**src/rtl/level_status_tracker_if.sv**
```systemverilog
// ---------------------------------------------------------------------------
// level_status_tracker_if
//
// Bundles the signals exchanged between gameplay, the level/screen manager
// and the level status tracker.
//
//   one_sec         tick once per second, one clk wide
//   hazard_hit      pulse, player touched a hazard
//   item_collected  pulse, player collected an item
//   lvl[2:0]        current level index from the manager
//   reset_fsm_N     low while the manager shows a win/died screen
//   bumpy_died      death event, held until acknowledged
//   level_comp      level-complete event, held until acknowledged
//   zero_lives      sticky once lives reach 0
//   lives[1:0]      remaining lives
//   items_left[3:0] items still required this level
//   time_left[6:0]  seconds remaining this level
//
// master : drives the gameplay pulses and manager inputs, reads status
// slave  : the tracker itself
// ---------------------------------------------------------------------------
interface level_status_tracker_if;
    logic       one_sec;
    logic       hazard_hit;
    logic       item_collected;
    logic [2:0] lvl;
    logic       reset_fsm_N;
    logic       bumpy_died;
    logic       level_comp;
    logic       zero_lives;
    logic [1:0] lives;
    logic [3:0] items_left;
    logic [6:0] time_left;

    modport master (
        output one_sec, hazard_hit, item_collected, lvl, reset_fsm_N,
        input  bumpy_died, level_comp, zero_lives, lives, items_left, time_left
    );

    modport slave (
        input  one_sec, hazard_hit, item_collected, lvl, reset_fsm_N,
        output bumpy_died, level_comp, zero_lives, lives, items_left, time_left
    );
endinterface

```
**src/rtl/level_status_tracker.sv**
```systemverilog
// ---------------------------------------------------------------------------
// level_status_tracker
//
// Gameplay-side producer of the per-level status events. Counts collected
// items against a per-level quota, runs a per-level countdown and tracks
// lives. A level-complete or death event is raised and held until the
// manager acknowledges it by pulling reset_fsm_N low; when reset_fsm_N
// returns high the level is re-armed (or the game ends when out of lives).
//
// Ports:
//   clk    system clock
//   reset  synchronous, active-high reset
//   bus    level_status_tracker_if.slave (pulses in, status out)
//
// Parameters:
//   INIT_LIVES      lives at reset (1..3)
//   BASE_ITEMS      items required at level 0; quota = BASE_ITEMS + lvl
//   LEVEL_TIME_SEC  per-level countdown in seconds (1..127)
// ---------------------------------------------------------------------------
module level_status_tracker #(
    parameter int INIT_LIVES     = 3,
    parameter int BASE_ITEMS     = 4,
    parameter int LEVEL_TIME_SEC = 60
) (
    input  logic                    clk,
    input  logic                    reset,
    level_status_tracker_if.slave   bus
);

    typedef enum logic [2:0] {
        PLAY,
        DIED_WAIT,
        DIED_ACK,
        WIN_WAIT,
        WIN_ACK,
        GAME_OVER
    } state_t;

    state_t     state_q,      state_d;
    logic [1:0] lives_q,      lives_d;
    logic [3:0] items_left_q, items_left_d;
    logic [6:0] time_left_q,  time_left_d;
    logic       bumpy_died_q, bumpy_died_d;
    logic       level_comp_q, level_comp_d;
    logic       zero_lives_q, zero_lives_d;

    logic       die;
    logic [3:0] quota;

    // The quota follows lvl live; it only matters on the PLAY-entry cycle,
    // when the manager has already moved lvl on to the next level.
    assign quota = 4'(BASE_ITEMS) + {1'b0, bus.lvl};

    // State register and all counters. Reset wins over everything.
    always_ff @(posedge clk) begin
        if (reset) begin
            state_q      <= PLAY;
            lives_q      <= 2'(INIT_LIVES);
            items_left_q <= 4'(BASE_ITEMS);
            time_left_q  <= 7'(LEVEL_TIME_SEC);
            bumpy_died_q <= 1'b0;
            level_comp_q <= 1'b0;
            zero_lives_q <= 1'b0;
        end else begin
            state_q      <= state_d;
            lives_q      <= lives_d;
            items_left_q <= items_left_d;
            time_left_q  <= time_left_d;
            bumpy_died_q <= bumpy_died_d;
            level_comp_q <= level_comp_d;
            zero_lives_q <= zero_lives_d;
        end
    end

    // Next-state logic. Everything holds by default, so outside PLAY the
    // gameplay pulses simply have no effect and the counters freeze.
    always_comb begin
        state_d      = state_q;
        lives_d      = lives_q;
        items_left_d = items_left_q;
        time_left_d  = time_left_q;
        bumpy_died_d = bumpy_died_q;
        level_comp_d = level_comp_q;
        zero_lives_d = zero_lives_q;
        die          = 1'b0;

        case (state_q)
            PLAY: begin
                // Priority: hazard, then completing the quota, then timeout.
                // A non-final item and a tick in the same cycle both count.
                if (bus.hazard_hit) begin
                    die = 1'b1;
                end else if (bus.item_collected && items_left_q == 4'd1) begin
                    items_left_d = 4'd0;
                    level_comp_d = 1'b1;
                    state_d      = WIN_WAIT;
                end else begin
                    if (bus.item_collected && items_left_q > 4'd1) begin
                        items_left_d = items_left_q - 4'd1;
                    end
                    if (bus.one_sec) begin
                        if (time_left_q == 7'd1) begin
                            time_left_d = 7'd0;
                            die         = 1'b1;
                        end else if (time_left_q != 7'd0) begin
                            time_left_d = time_left_q - 7'd1;
                        end
                    end
                end

                // Losing a life saturates at zero; zero_lives rises on the
                // same edge that lives reaches zero.
                if (die) begin
                    state_d      = DIED_WAIT;
                    bumpy_died_d = 1'b1;
                    lives_d      = (lives_q == 2'd0) ? 2'd0 : lives_q - 2'd1;
                    if (lives_d == 2'd0) begin
                        zero_lives_d = 1'b1;
                    end
                end
            end

            DIED_WAIT: begin
                if (!bus.reset_fsm_N) begin
                    bumpy_died_d = 1'b0;
                    state_d      = DIED_ACK;
                end
            end

            DIED_ACK: begin
                if (bus.reset_fsm_N) begin
                    if (zero_lives_q) begin
                        state_d = GAME_OVER;
                    end else begin
                        state_d      = PLAY;
                        items_left_d = quota;
                        time_left_d  = 7'(LEVEL_TIME_SEC);
                    end
                end
            end

            WIN_WAIT: begin
                if (!bus.reset_fsm_N) begin
                    level_comp_d = 1'b0;
                    state_d      = WIN_ACK;
                end
            end

            WIN_ACK: begin
                if (bus.reset_fsm_N) begin
                    state_d      = PLAY;
                    items_left_d = quota;
                    time_left_d  = 7'(LEVEL_TIME_SEC);
                end
            end

            GAME_OVER: begin
                bumpy_died_d = 1'b0;
                level_comp_d = 1'b0;
            end

            default: begin
                state_d = PLAY;
            end
        endcase
    end

    assign bus.bumpy_died = bumpy_died_q;
    assign bus.level_comp = level_comp_q;
    assign bus.zero_lives = zero_lives_q;
    assign bus.lives      = lives_q;
    assign bus.items_left = items_left_q;
    assign bus.time_left  = time_left_q;

endmodule

```
**src/flat_wrapper.sv**
```systemverilog
// flat-port wrapper written by rule: the top's interface ports become plain ports
module level_status_tracker_flat 
#(
    parameter int INIT_LIVES     = 3,
    parameter int BASE_ITEMS     = 4,
    parameter int LEVEL_TIME_SEC = 60
)
  (clk, reset, bus_one_sec, bus_hazard_hit, bus_item_collected, bus_lvl, bus_reset_fsm_N, bus_bumpy_died, bus_level_comp, bus_zero_lives, bus_lives, bus_items_left, bus_time_left);
  level_status_tracker_if bus_i ();
  input  logic clk;
  input  logic reset;
  input wire logic [$bits(bus_i.one_sec)-1:0] bus_one_sec;
  input wire logic [$bits(bus_i.hazard_hit)-1:0] bus_hazard_hit;
  input wire logic [$bits(bus_i.item_collected)-1:0] bus_item_collected;
  input wire logic [$bits(bus_i.lvl)-1:0] bus_lvl;
  input wire logic [$bits(bus_i.reset_fsm_N)-1:0] bus_reset_fsm_N;
  output wire logic [$bits(bus_i.bumpy_died)-1:0] bus_bumpy_died;
  output wire logic [$bits(bus_i.level_comp)-1:0] bus_level_comp;
  output wire logic [$bits(bus_i.zero_lives)-1:0] bus_zero_lives;
  output wire logic [$bits(bus_i.lives)-1:0] bus_lives;
  output wire logic [$bits(bus_i.items_left)-1:0] bus_items_left;
  output wire logic [$bits(bus_i.time_left)-1:0] bus_time_left;
  assign bus_i.one_sec = bus_one_sec;
  assign bus_i.hazard_hit = bus_hazard_hit;
  assign bus_i.item_collected = bus_item_collected;
  assign bus_i.lvl = bus_lvl;
  assign bus_i.reset_fsm_N = bus_reset_fsm_N;
  assign bus_bumpy_died = bus_i.bumpy_died;
  assign bus_level_comp = bus_i.level_comp;
  assign bus_zero_lives = bus_i.zero_lives;
  assign bus_lives = bus_i.lives;
  assign bus_items_left = bus_i.items_left;
  assign bus_time_left = bus_i.time_left;
  level_status_tracker #(.INIT_LIVES(INIT_LIVES), .BASE_ITEMS(BASE_ITEMS), .LEVEL_TIME_SEC(LEVEL_TIME_SEC)) u_core (.clk(clk), .reset(reset), .bus(bus_i));
endmodule
```
**config.mk**
```make
export PLATFORM = sky130hd
export DESIGN_NAME = level_status_tracker_flat
export DESIGN_NICKNAME = d
export VERILOG_FILES = /design/src/rtl/level_status_tracker_if.sv /design/src/rtl/level_status_tracker.sv /design/src/flat_wrapper.sv
export SDC_FILE = /design/constraint.sdc
export NUM_CORES = 1
export LEC_CHECK = 0
export ABC_CLOCK_PERIOD_IN_PS = 2400
export CAP_MARGIN = 20
export CORE_UTILIZATION = 50
export DETAILED_ROUTE_END_ITERATION = 7
export PLACE_DENSITY = 0.9
export SLEW_MARGIN = 20
export SYNTH_ARGS = -nofsm -noshare
export SYNTH_HDL_FRONTEND = slang
export SYNTH_SLANG_ARGS = --single-unit
```
**constraint.sdc**
```tcl
create_clock -name clk -period 2.4 [get_ports clk]
set_clock_uncertainty 0.1 [all_clocks]
set_input_delay 0.48 -clock clk [delete_from_list [all_inputs] [get_ports clk]]
set_output_delay 0.48 -clock clk [all_outputs]
set_load 0.05 [all_outputs]
```
* Yosys cells after proc, flatten, opt, wreduce, memory -nomap -nowiden
Cells that the tools add are included.
** Word-level totals
- Flip-flop bits (word level) :: 19
- Input bits :: 9
- Output and inout bits :: 16
- Word-level logic and storage cells :: 87
** Operators by class
- Add/subtract/negate cells :: 4
- Order comparisons :: 1
- Equal/unequal tests :: 21
- Mux-type cells :: 37
- Bitwise gates (word level) :: 1
- Reduce and logical (&&, ||, !) cells :: 16
** Operator list (count)
- 7-bit two-way mux :: 8
- 3-bit two-way mux :: 8
- 4-bit two-way mux :: 6
- 7-bit one-hot mux with 3 select lines :: 1
- 3-bit one-hot mux with 6 select lines :: 1
- 2-bit inequality test, second input constant :: 8
- 4-bit one-hot mux with 3 select lines :: 1
- 1-bit two-way mux :: 9
- 3-bit by 1-bit inequality test with 1-bit output, second input constant :: 3
- 3-bit nonzero test :: 3
- 8-bit AND reduction :: 1
- 7-bit by 1-bit == test with 1-bit output, second input constant :: 1
- 7-bit AND reduction :: 1
- 7-bit nonzero test :: 1
- 7-bit by 1-bit subtractor with 7-bit output, second input constant :: 1
- 3-bit by 2-bit == test with 1-bit output, second input constant :: 2
- 3-bit == test, second input constant :: 2
- 1-bit one-hot mux with 3 select lines :: 2
- 3-bit AND reduction :: 2
- 6-bit AND reduction :: 1
- 3-bit by 3-bit adder with 4-bit output, first input constant :: 1
- 4-bit by 1-bit == test with 1-bit output, second input constant :: 1
- 4-bit by 1-bit > comparator with 1-bit output, second input constant :: 1
- 2-bit zero test :: 2
- 11 further kinds :: 13

* Logic depth before layout (Yosys ltp)
Gate-level depths: netlist of the first run.
- Word-level depth :: 8
- Mapped depth :: 8
- Depth with buffers taken out :: 7

* Worst setup path after synthesis of the first run
OpenSTA, ideal clock, no wires.
- Path type :: flip-flop to flip-flop
- From :: reg u_core.items_left_q[1] (netlist: u_core.bus.items_left[1])
- To :: reg u_core.time_left_q[2] (netlist: u_core.bus.time_left[2])
- Library setup time :: 122 ps
- Data arrival time :: 2146 ps
- Required time :: 2178 ps
- Setup slack :: 32 ps
- Stages on the path, launching flop included :: 9
- Path buffers :: 1
- Period minus slack after synthesis :: 2368 ps
- Cell sequence :: dfxtp_1 inv_1 ha_1 nor4bb_1 a311o_1 a21oi_2 buf_4 nand2_1 a221o_1
** Between the ends
- Longest elaborated chain between the ends :: 4
** RTL lines
- start: declaration :: line level_status_tracker.sv:41 : logic [3:0] items_left_q, items_left_d;
- start signal: assignment :: line level_status_tracker.sv:59 : items_left_q <= 4'(BASE_ITEMS);
- start signal: assignment :: line level_status_tracker.sv:67 : items_left_q <= items_left_d;
- 4-bit by 1-bit == test with 1-bit output :: line level_status_tracker.sv:93 : end else if (bus.item_collected && items_left_q == 4'd1) begin
- 1-bit logical AND :: line level_status_tracker.sv:93
- 2-bit inequality test (no line)
- 8-bit AND reduction (no line)
- end signal: assignment :: line level_status_tracker.sv:60 : time_left_q <= 7'(LEVEL_TIME_SEC);
- end signal: assignment :: line level_status_tracker.sv:68 : time_left_q <= time_left_d;
- end: declaration :: line level_status_tracker.sv:42 : logic [6:0] time_left_q, time_left_d;
No other way between the ends.
A chain may end at the register's enable or synchronous reset.

* Worst setup path in the final report of the first run
- From :: reg u_core.items_left_q[0] (netlist: u_core.bus.items_left[0])
- To :: reg u_core.state_q[2]
** Between the ends
- Longest elaborated chain between the ends :: 7
- Elaborated cells between the ends (all ways) :: 10
- Classes of those cells :: eq/ne: 3; mux: 5; reduce/logical: 2
** RTL lines
- 4-bit by 1-bit == test with 1-bit output (*) :: line level_status_tracker.sv:93
- 1-bit logical AND (*) :: line level_status_tracker.sv:93
- 1-bit two-way mux :: line level_status_tracker.sv:93
- 1-bit two-way mux :: line level_status_tracker.sv:91 : if (bus.hazard_hit) begin
- 1-bit two-way mux :: line level_status_tracker.sv:87 : case (state_q)
- 3-bit by 1-bit inequality test with 1-bit output (no line), or another cell as far along
- 7-bit AND reduction (no line) / 3-bit one-hot mux with 6 select lines (equally long branches)
- end signal: assignment :: line level_status_tracker.sv:65 : state_q <= state_d;
- end: declaration :: line level_status_tracker.sv:39 : state_t state_q, state_d;
Every way passes the cells marked *; elsewhere a longest branch is shown, timed or not. The select of a mux whose other input is x is not followed.

==> results.toml, run 1 <==
[logic_synthesis]
synth.distinct_cells = 50
yosysTopAreaCell = "dfxtp_1"
synth_cells = 144
yosysSeqAreaShare_pct = 31.80
synth_seq_cells = 19
yosys_warnings = 0
async_flop_share_pct = 0
synth_edf_count = 0
synth.avg_cell_area_sq_um = 8.307
yosys-top-cells-area = "dfxtp_1 32%, ha_1 5.2%, nor2_1 4.1%"
syn_nets = 158
synthFlopType = "dfxtp_1"
yosys.area.top_type_share_pct = 31.80
syn_area_sq_mm = 0.001196

[critical_path]
cp_cell_sequence = "ha_1 -> nor4bb_2 -> buf_4 -> nor3b_1 -> a211oi_2 -> a21oi_1 -> a311oi_1"
cp_slowest_cell = "dfxtp_1"
required_ns = 2.51
startpoint_type = "flop"
critPathKind = "reg2reg"
crit_start = "u_core.bus.items_left[0]$_SDFFE_PP0P_"
r2r-end = "u_core.state_q[2]$_SDFFE_PP0P_"
cp_max_fo = 6
critical_path_arrival_ns = 2.43
cpPeakStageDelay_ns = 0.45
end_kind = "flop"
r2r_cells = 7
reg2reg_from = "u_core.bus.items_left[0]$_SDFFE_PP0P_"
r2r_setup_slack_ns = 0.07

[finish]
area_delta_synth_final_pct = 30.54
final_area_sq_mm = 0.001562
fin_cells = 204
insertedDiodeCount = 0
fin_nets = 191
final_cell_mix = "24 x clkdlybuf4s50_1, 19 x dfxtp_1, 13 x nor2_1"
drive_above_1_share_pct = 13.07
final_common_cell = "clkdlybuf4s50_1"

[outcome]
status = "finished clean"

[drt]
wire_per_inst_um = 15.98
vias = 1258
drc = 0
drtAntennaViolNets = 0
drtIter0Drc = 57
routed_via_density = 6.167
dr.pass1.iters = 4
routed_wl_mm = 3.260

[timing]
finalSetupTns_ns = 0
max_freq_mhz = 429.9
relSlewSlack_pct = 49.49
report.final.hold_viol_count = 0
finalCritPeriodShare_pct = 96.92
worst_pin_slew_ns = 0.7385
finalWorstSetupSlack_ns = 0.07382
period_minus_slack_ns = 2.326
final_max_slew_viol_count = 0
hold_ws_ns = 0.3905
report.final.setup_viol = 0

[placed_design]
place_area_sq_mm = 0.001521
dp_cells = 200
place.gp.congestion = 0.9036
place_ws_ns = -0.1599
io_buffer_count = 24
hpwl_mm = 2.240

[clocking]
cts-root-buf = "clkbuf_4"
cts_hold_buffers = 0
clk_path_buf_depth = 2
cts_num_sinks = 19
clock_latency_ns = 0.30
cts_max_level = 1
cts_tree = "yes"
cts_made_buffers = 3
clk_pin_slew_ns = 0.11

[global_routing]
grt_pass1_vias = 1129
grt_max_degree = 14
grt_overflow = 0
grt.total_usage_pct = 26.38
antenna_found_initial = 0
grt_pass1_wl_mm = 5.092

[die]
initial_core_util_pct = 53.56
fp-row-count = 17
die_h_um = 50.91
die_area_sq_mm = 0.002592
core-area_sq_mm = 0.002233
ioPinCount = 25
chipWidth_um = 50.91

[job]
drv_cap = 0

[power]
power_density_mw_per_mm2 = 1254
leakagePower_nw = 0.5851
ir_drop_mv = 0.8553

[worst_hold_path]
min_path_type = "reg2reg"
min_to = "u_core.bus.lives[1]$_SDFFE_PP1P_"
holdPathStages = 2
worstHoldStart = "u_core.bus.lives[1]$_SDFFE_PP1P_"
-- layer usage --
layer / vias up / share of wire [%] / global-route usage [%]
met5: - / 0 / 0
li1: 592 / - / -
met4: 0 / 1.8 / 8.796
met2: 72 / 48 / 46.71
met3: 14 / 8.2 / 4.167
met1: 580 / 42 / 32.05
-- worst max-delay path, delay by kind of cell (launching register included) --
family	cells	cell delay (ns)
compound gates	3	0.78
simple gates	2	0.47
flops	1	0.45
fa+ha+maj	1	0.24
buf+inv	1	0.19
-- logic make-up after synthesis --
kind of cell	count (synthesis)	share of synthesized area, %
compound gates	44	27.62
xor+xnor	2	1.465
fa+ha+maj	5	5.230
buf+inv	19	6.485
flops	19	31.80
mux	3	2.511
simple gates	52	24.90
-- registers in the layout (all words and copies together) (netlist names) --
| signal | count |
|---|---|
| u_core.bus.time_left | 7 |
| u_core.bus.bumpy_died | 1 |
| u_core.bus.zero_lives | 1 |
| u_core.bus.items_left | 4 |
| u_core.bus.lives | 2 |
| u_core.state_q | 3 |
| u_core.bus.level_comp | 1 |
-- Yosys cell counts, types with 2 or more instances --
master	number
o211ai_1	2
xnor2_1	2
o31ai_1	3
nor3b_1	2
nand2b_1	3
buf_2	2
a21oi_2	2
a221o_1	3
a2bb2oi_1	2
nand2_1	12
a211oi_1	4
ha_1	5
a21oi_1	7
nand4bb_1	2
or3_1	2
mux2i_1	3
o21ai_0	6
dfxtp_1	19
clkbuf_1	4
nor2b_1	2
nor2_1	13
nor3_1	5
inv_1	12
-- area by class of cell --
type | instances | area [sq um]
Fill cell | 173 | 671.9
Timing Repair Buffer | 35 | 322.8
Clock buffer | 4 | 26.28
Multi-Input combinational cell | 106 | 752.0
Inverter | 12 | 45.04
Tap cell | 28 | 35.03
Sequential cell | 19 | 380.4
-- per-stage QoR --
step / util [%] / total power, W
4_1_cts: 69.30 / 0.001920
2_1_floorplan: - / 0.001394
3_5_place_dp: 68.12 / 0.001750
6_report: 69.92 / 0.001957
3_3_place_gp: 68.12 / 0.001704
5_1_grt: 69.92 / 0.002068
-- power breakdown --
group	switching, W	internal (W)	total [W]
Combinational	0.000730	0.000496	0.00123
Clock	0.000103	0.0000647	0.000168
Sequential	0.000153	0.000411	0.000563
-- how the worst max path moves through the flow --
stage / slack [ns] / to / depth (start not counted)
2_1_floorplan: 0.03 / u_core.bus.time_left[2]$_SDFFE_PP1P_ / 8
3_3_place_gp: -0.03 / u_core.bus.time_left[4]$_SDFFE_PP1P_ / 6
3_5_place_dp: -0.16 / u_core.state_q[0]$_SDFFE_PP0P_ / 7
4_1_cts: 0.07 / u_core.state_q[0]$_SDFFE_PP0P_ / 7
5_1_grt: -0.07 / u_core.state_q[2]$_SDFFE_PP0P_ / 7
6_report: 0.07 / u_core.state_q[2]$_SDFFE_PP0P_ / 7
-- what timing repair did --
item,4_1_cts,5_1_grt
hold endpoints to repair,0,0
setup buffers,0,0
setup endpoints to repair,0,4
resized for setup,0,2
Note: power is estimated with default switching activity, not from simulation.
==> inputs of run 2 (changes only) <==
--- a/config.mk
+++ b/config.mk
@@ -7,10 +7,11 @@
 export LEC_CHECK = 0
 export ABC_CLOCK_PERIOD_IN_PS = 2400
 export CAP_MARGIN = 20
+export CORE_ASPECT_RATIO = 0.8
 export CORE_UTILIZATION = 50
 export DETAILED_ROUTE_END_ITERATION = 7
 export PLACE_DENSITY = 0.9
-export SLEW_MARGIN = 20
+export SLEW_MARGIN = 10
 export SYNTH_ARGS = -nofsm -noshare
 export SYNTH_HDL_FRONTEND = slang
 export SYNTH_SLANG_ARGS = --single-unit
==> results.toml, run 2 (same netlist as run 1, synthesis figures left out) <==
[clocking]
cts_setup_buffers = 0
cts_hold_buffers = 0
clock_latency_ns = 0.31
cts_max_level = 1
cts_num_sinks = 19
cts_made_buffers = 3
cts-root-buf = "clkbuf_4"
post_cts_resized = 0
cts_tree = "yes"
clk_pin_slew_ns = 0.11
clk_path_buf_depth = 2

[drt]
met2_length_mm = 1.394
drtIter0Drc = 42
routed_via_density = 6.005
wl_met1_mm = 1.394
wire_per_inst_um = 14.81
dr.pass1.iters = 7
drtAntennaViolNets = 0
vias = 1219
drc = 2
wl_met3_um = 188
routed_wl_mm = 3.007
highest_layer = "met4"

[power]
power_density_mw_per_mm2 = 1256
ir_drop_mv = 0.7554
leakagePower_nw = 0.5965

[timing]
relSlewSlack_pct = 62.21
finalWorstSetupSlack_ns = 0.1172
period_minus_slack_ns = 2.283
final_max_slew_viol_count = 0
rsz0062_at_grt = "no"
report.final.setup_viol = 0
worst_pin_slew_ns = 0.5647
report.final.hold_viol_count = 0
max_freq_mhz = 438.1
finalCritPeriodShare_pct = 95.12

[die]
initial_core_util_pct = 54.01
core-area_sq_mm = 0.002215
ioPinCount = 25
fp-row-count = 15
chipWidth_um = 56.69
die_area_sq_mm = 0.002593
die_h_um = 45.75

[finish]
area_delta_synth_final_pct = 31.07
fillers = 174
drive_above_1_share_pct = 14.04
insertedDiodeCount = 0
final_common_cell = "clkdlybuf4s50_1"
final_area_sq_mm = 0.001568
fin_nets = 193
largest_reg_flops = 7
final_cell_mix = "24 x clkdlybuf4s50_1, 19 x dfxtp_1, 13 x nor2_1, 13 x buf_4"
fin_cells = 203

[global_routing]
antenna_found_initial = 0
grt_overflow = 0
grt.total_usage_pct = 24.77
grt_pass1_vias = 1120
grt_max_degree = 14
grt_pass1_wl_mm = 4.754

[critical_path]
critPathKind = "reg2reg"
critical_path_arrival_ns = 2.39
cp_max_fo = 7
r2r_cells = 8
end_kind = "flop"
startpoint_type = "flop"
required_ns = 2.51

[worst_hold_path]
holdPathStages = 2
min_path_type = "reg2reg"

[placed_design]
dp_cells = 199
io_buffer_count = 24
hpwl_mm = 2.280
place.gp.congestion = 0.8823
place_area_sq_mm = 0.001533
place_ws_ns = -0.1152

[job]
drv_cap = 0

[outcome]
status = "finished, violations left"
violations = "DRC"
==> run 2: cell count changes in the layout (fill, tap and decap cells not counted), sizes merged <==
cell	before	now
clkinv	0	1
buf	11	13
clkbuf	4	3
==> run 2: cell type report <==
type | instances | area [sq um] | share of cell area [%]
tap | 25 | 31.28 | 1.995
timing repair buffer | 37 | 337.8 | 21.55
clock buffer | 3 | 22.52 | 1.437
sequential | 19 | 380.4 | 24.26
clock inverter | 1 | 5.005 | 0.3192
inverter | 12 | 45.04 | 2.873
multi-input combinational | 106 | 745.7 | 47.57
==> run 2: per-stage QoR <==
stage | util, % | power (W) | hold WS, ns | setup TNS (ns)
floorplan | - | 0.001394 | 0.5151 | 0
global placement | 69.21 | 0.001739 | 0.3699 | -0.05999
global route | 70.79 | 0.002094 | 0.4248 | 0
finish | 70.79 | 0.001969 | 0.3989 | 0
CTS | 70.45 | 0.001959 | 0.4024 | 0
detailed placement | 69.21 | 0.001781 | 0.3810 | -0.1978
==> run 2: final timing paths <==
path | from | end | slack [ns]
min | u_core.bus.lives[1]$_SDFFE_PP1P_ | u_core.bus.lives[1]$_SDFFE_PP1P_ | 0.40
max | u_core.bus.items_left[1]$_SDFFE_PP0P_ | u_core.bus.time_left[4]$_SDFFE_PP1P_ | 0.12
min reg2reg | u_core.bus.lives[1]$_SDFFE_PP1P_ | u_core.bus.lives[1]$_SDFFE_PP1P_ | 0.40
max reg2reg | u_core.bus.items_left[1]$_SDFFE_PP0P_ | u_core.bus.time_left[4]$_SDFFE_PP1P_ | 0.12
==> run 2: worst max-delay path, cell delays in order, from the launching register on <==
cell	delay, ns
dfxtp_1	0.40
inv_1	0.08
ha_1	0.21
nor4bb_1	0.15
buf_4	0.15
a311o_1	0.35
a21oi_4	0.24
o211ai_1	0.13
a221o_1	0.37
==> run 2: routing by layer <==
layer | up-vias | track usage (%)
met5 | - | 0
met3 | 5 | 7.386
met2 | 43 | 42.62
li1 | 596 | -
met4 | 0 | 8.500
met1 | 575 | 30.10
==> run 2: power by group <==
part / switching, W / leakage (nW) / total, W / internal, W
Combinational: 0.000716 / 0.423 / 0.00124 / 0.000523
Clock: 0.000109 / 0.0177 / 0.000171 / 0.0000624
Sequential: 0.000147 / 0.156 / 0.000558 / 0.000411
Total: 0.000972 / 0.597 / 0.00197 / 0.000996
